**config.mk**
```make
export PLATFORM = sky130hd
export DESIGN_NAME = mux4_rr_scanner
export DESIGN_NICKNAME = d
export VERILOG_FILES = /design/src/rtl/mux4_rr_scanner.sv
export SDC_FILE = /design/constraint.sdc
export NUM_CORES = 1
export LEC_CHECK = 0
export CORE_MARGIN = 10
export CORE_UTILIZATION = 50
export CTS_CLUSTER_SIZE = 8
export DETAILED_ROUTE_END_ITERATION = 12
export HOLD_SLACK_MARGIN = 0.02
export PLACE_DENSITY = 0.78
export SYNTH_ARGS = -nofsm -noshare
export SYNTH_HDL_FRONTEND = slang
export SYNTH_SLANG_ARGS = --single-unit
```
**constraint.sdc**
```tcl
create_clock -name clk -period 2.1 [get_ports clk]
set_input_delay 0.315 -clock clk [delete_from_list [all_inputs] [get_ports clk]]
set_output_delay 0.315 -clock clk [all_outputs]
set_load 0.01 [all_outputs]
```
**src/rtl/mux4_rr_scanner.sv**
```systemverilog
// mux4_rr_scanner: round-robin sequencer for a 4:1 MUX4.
// Grants one requesting channel at a time and drives its index onto sel.
// sel is held through HOLD_CYCLES hold cycles plus one sample cycle.
// At the end of the grant, mux_out is captured into that channel's sample bit.
module mux4_rr_scanner #(
    parameter int unsigned HOLD_CYCLES = 1,
    parameter int unsigned CNT_W       = 4
) (
    input  logic       clk,
    input  logic       rst_n,
    input  logic       en,
    input  logic [3:0] req,
    input  logic       mux_out,
    output logic [1:0] sel,
    output logic       sel_valid,
    output logic [3:0] grant,
    output logic [3:0] sample,
    output logic       sample_valid,
    output logic [1:0] sample_ch
);

    localparam logic [1:0] ST_IDLE   = 2'd0;
    localparam logic [1:0] ST_HOLD   = 2'd1;
    localparam logic [1:0] ST_SAMPLE = 2'd2;

    localparam logic [CNT_W-1:0] CNT_LOAD = CNT_W'(HOLD_CYCLES - 1);

    logic [1:0]       r_state;
    logic [1:0]       r_sel;
    logic [3:0]       r_grant;
    logic [CNT_W-1:0] r_cnt;
    logic [1:0]       r_last;
    logic [3:0]       r_sample;
    logic             r_sample_valid;
    logic [1:0]       r_sample_ch;

    logic             w_found;
    logic [1:0]       w_pick;
    logic [1:0]       w_idx;

    // Round-robin search starting one past the last granted channel.
    // The 2-bit add wraps, giving the mod-4 walk.
    always_comb begin
        w_found = 1'b0;
        w_pick  = r_last;
        w_idx   = r_last;
        for (int unsigned k = 1; k <= 4; k++) begin
            w_idx = r_last + 2'(k);
            if (!w_found && req[w_idx]) begin
                w_found = 1'b1;
                w_pick  = w_idx;
            end
        end
    end

    // Grant FSM: issues grants, counts the hold time, and releases the grant after sampling.
    always_ff @(posedge clk or negedge rst_n) begin
        if (!rst_n) begin
            r_state <= ST_IDLE;
            r_sel   <= '0;
            r_grant <= '0;
            r_cnt   <= '0;
            r_last  <= 2'd3;
        end else begin
            case (r_state)
                ST_IDLE: begin
                    if (en && w_found) begin
                        r_sel   <= w_pick;
                        r_grant <= 4'b0001 << w_pick;
                        r_cnt   <= CNT_LOAD;
                        r_state <= ST_HOLD;
                    end else begin
                        r_grant <= '0;
                    end
                end
                ST_HOLD: begin
                    if (r_cnt == '0) begin
                        r_state <= ST_SAMPLE;
                    end else begin
                        r_cnt <= r_cnt - 1'b1;
                    end
                end
                ST_SAMPLE: begin
                    r_last  <= r_sel;
                    r_grant <= '0;
                    r_state <= ST_IDLE;
                end
                default: begin
                    r_grant <= '0;
                    r_state <= ST_IDLE;
                end
            endcase
        end
    end

    // Capture path: on the sample exit edge, store mux_out in the granted channel's bit and pulse the valid strobe.
    always_ff @(posedge clk or negedge rst_n) begin
        if (!rst_n) begin
            r_sample       <= '0;
            r_sample_valid <= 1'b0;
            r_sample_ch    <= '0;
        end else begin
            r_sample_valid <= 1'b0;
            if (r_state == ST_SAMPLE) begin
                r_sample[r_sel] <= mux_out;
                r_sample_ch     <= r_sel;
                r_sample_valid  <= 1'b1;
            end
        end
    end

    assign sel          = r_sel;
    assign sel_valid    = (r_state == ST_HOLD) || (r_state == ST_SAMPLE);
    assign grant        = r_grant;
    assign sample       = r_sample;
    assign sample_valid = r_sample_valid;
    assign sample_ch    = r_sample_ch;

endmodule

```
==> flow_summary.ini <==
[global_routing]
antenna_found_initial = 0
via_count_of_the_first_global_routing_pass = 861
grt_start_max_net_pins = 22
global_route_wire_length_before_repair_mm = 4.06
grt_util_all_layers = 0.114
grt_remaining_overflow = 0

[placement]
port_buffers = 21
hpwl_mm = 1.85
place.gp.congestion = 0.767

[power]
leak_nw = 0.585
post-layout-total-power_mw = 1.92
pwr_density_cell_mw_per_mm2 = 1400
peak_supply_drop_uv = 846

[timing]
rsz0062_at_grt = no
final_hold_viol_count = 0
max_transition_margin = 0.690
max_freq_mhz = 532
finalSetupViolCount = 0
worst_clock_skew_ps = 5.77
slew_viol_final = 0
timing.setup.tns_ps = 0
post-route-min-period_ps = 1880
fin_crit_share = 0.895
timing_worst_slew_pin_value_ps = 464

[critical_path]
cp_cell_sequence = inv_1 > ha_1 > clkdlybuf4s50_1
critPathArrivalTime_ps = 1560
setup.reg_to_reg.worst_slack_ps = 350
highest_delay_cell_along_the_critical_path = sky130_fd_sc_hd__clkdlybuf4s50_1
critical_path.reg2reg.endpoint = r_cnt[1]
r2r-start = r_cnt[0]
reg2reg_depth = 6
nature_of_the_critical_path_endpoint = primary output
timing.critical_path.fanout_max = 3
start_kind = flip-flop
cp.required_ps = 1780
crit_type = flip-flop to primary output
crit_path_max_incr_delay_ps = 530

[clocking]
cts_hold_buf = 0
cts.htree.levels = 1
root_buffer_selected_by_cts = sky130_fd_sc_hd__clkbuf_4
cts.path.max_buffers = 2
post_cts.resized_instances = 0
clkSlewWorstSetupHoldPaths_ps = 130
tritoncts.num_buffers = 3
cts.sinks = 21
cts.repair_timing.setup_buffer_count = 0
cts_tree = done
clock_insertion_delay_worst_skew_ps = 300

[yosys]
yosysSeqAreaShare = 0.480
synth_simple_gate_area_frac = 0.126
synth_enable_flop_cells = 0
ys_async_sr_fraction = 1.00
synth.top_cell.area_share = 0.432
yosys_most_used_dff = sky130_fd_sc_hd__dfrtp_1
post_synth_fa_ha_maj_area_fraction = 0.0568
ys.warnings.count = 0
yosys.area_share.xor_xnor = 0
muxShareOfSynthArea = 0.0693
synth_area_in_compound_gates = 0.222
synth_top_family_by_area = compound AO/OA/AOI/OAI gates
synth_top_cells_by_area = sky130_fd_sc_hd__dfrtp_1, sky130_fd_sc_hd__ha_1, sky130_fd_sc_hd__mux2_2
yosysUniqueCellTypes = 39
syn_nets = 118
avgSynthCellArea_um2 = 10.5
syn-instance-count = 105
syn_area_mm2 = 0.00110
synth_top_area_cell = sky130_fd_sc_hd__dfrtp_1
ys_seq_elements = 21

[cells_and_area]
nNetsFinal = 142
final-seq-area_um2 = 528
layout-drive-gt1-share = 0.133
area.growth.synth_to_final_pct = 24.1
multi_input_comb_area_um2 = 522
antennaDiodeCount = 0
nFillCells = 172

[run_status]
status = finished, final reports clean

[route]
avgRoutedWirePerCell_um = 15.9
detail_route.iter0.violations = 53
routed-via-count = 889
detailedRoute.firstPassIterationCount = 4
route.antenna.remaining_nets = 0
avgViaCountPerCell = 5.74
drt_wl_total_mm = 2.47
route.detailed.drc = 0

[floorplanning]
num_io_pins = 22
start_util = 0.545
chipWidth_um = 66.9
core_area_mm2 = 0.00202
die_h_um = 66.9
die_footprint_mm2 = 0.00448
std_cell_rows = 16

[run]
max-cap-violations = 0

[worst_hold_path]
min_path_type = primary input to asynchronous set/reset pin
## how the worst max path moves through the flow
stage,endpoint,startpoint,slack (ps)
detailed placement,sel[0],req[3],150
global route,sel_valid,r_state[0],140
CTS,sel_valid,r_state[0],210
floorplan,r_cnt[2],r_cnt[0],510
global placement,sel[0],req[3],170
finish,sel_valid,r_state[0],220
## worst max-delay path, delay by kind of cell (launching register included)
family     cells  cell delay [ps]
fa+ha+maj      1              280
flops          1              390
buf+inv        2              600
## cell families (layout without fill, tap and decap cells)
kind of cell / after synthesis / after routing
and+or+nand+nor: 28 / 28
buffers and inverters: 13 / 36
adders and majority gates: 5 / 5
muxes: 7 / 7
AOI/OAI and AO/OA: 31 / 31
DFF: 21 / 21
## where the power goes
part	total, mW	switching, mW	leakage, nW	internal [mW]
Sequential	0.709	0.130	0.264	0.579
Clock	0.201	0.130	0.0177	0.0710
Combinational	1.01	0.506	0.303	0.502
Total	1.92	0.766	0.585	1.15
## layout make-up
cell class | instances | area share
Clock buffer | 3 | 0.0165
Clock inverter | 1 | 0.00366
Inverter | 10 | 0.0275
Multi-Input combinational cell | 71 | 0.382
Sequential cell | 21 | 0.386
Tap cell | 27 | 0.0247
Timing Repair Buffer | 22 | 0.159
## layout by cell type (no fill, tap or decap), types with 2 or more instances in the layout
cell type / instances
sky130_fd_sc_hd__nand2_1: 11
sky130_fd_sc_hd__or3_1: 2
sky130_fd_sc_hd__mux2i_1: 2
sky130_fd_sc_hd__a21oi_1: 2
sky130_fd_sc_hd__nand3_1: 2
sky130_fd_sc_hd__ha_1: 5
sky130_fd_sc_hd__clkdlybuf4s50_1: 21
sky130_fd_sc_hd__o41ai_2: 2
sky130_fd_sc_hd__mux2_2: 5
sky130_fd_sc_hd__a32o_1: 2
sky130_fd_sc_hd__a2bb2oi_1: 2
sky130_fd_sc_hd__o22ai_1: 2
sky130_fd_sc_hd__clkbuf_4: 3
sky130_fd_sc_hd__nor2_1: 5
sky130_fd_sc_hd__o21a_1: 2
sky130_fd_sc_hd__dfstp_2: 2
sky130_fd_sc_hd__o21ai_0: 8
sky130_fd_sc_hd__inv_1: 10
sky130_fd_sc_hd__dfrtp_1: 19
## registers in the layout, summed over array words and instances, names as in the netlist
signal        cells
r_cnt             4
r_last            2
sample            4
grant             4
sample_valid      1
r_state           2
sel               2
sample_ch         2
## through the flow
stage / area [um^2] / utilization / hold WS [ps] / worst slack (ps) / cells
final: 1370 / 0.676 / 326 / 221 / 155
after global routing: 1370 / 0.676 / 357 / 135 / 155
after CTS: 1370 / 0.676 / 345 / 215 / 155
after detailed placement: 1340 / 0.662 / 478 / 152 / 151
after global placement: 1340 / 0.662 / 475 / 173 / 151
after floorplan: 1100 / - / 19.4 / 514 / 105
## routing by layer
layer	track usage	routed length, um
met1	0.156	1150
met2	0.160	1130
met3	0.0418	171
met4	0.0333	14
met5	0	0
## Yosys cell counts (all sizes together), types with 3 or more instances
cell and count:
dfrtp 19, ha 5, inv 10, mux2 5
nand2 12, nor2 6, o21ai 9, o41ai 3
No activity file was read; power rests on OpenSTA's default activity.
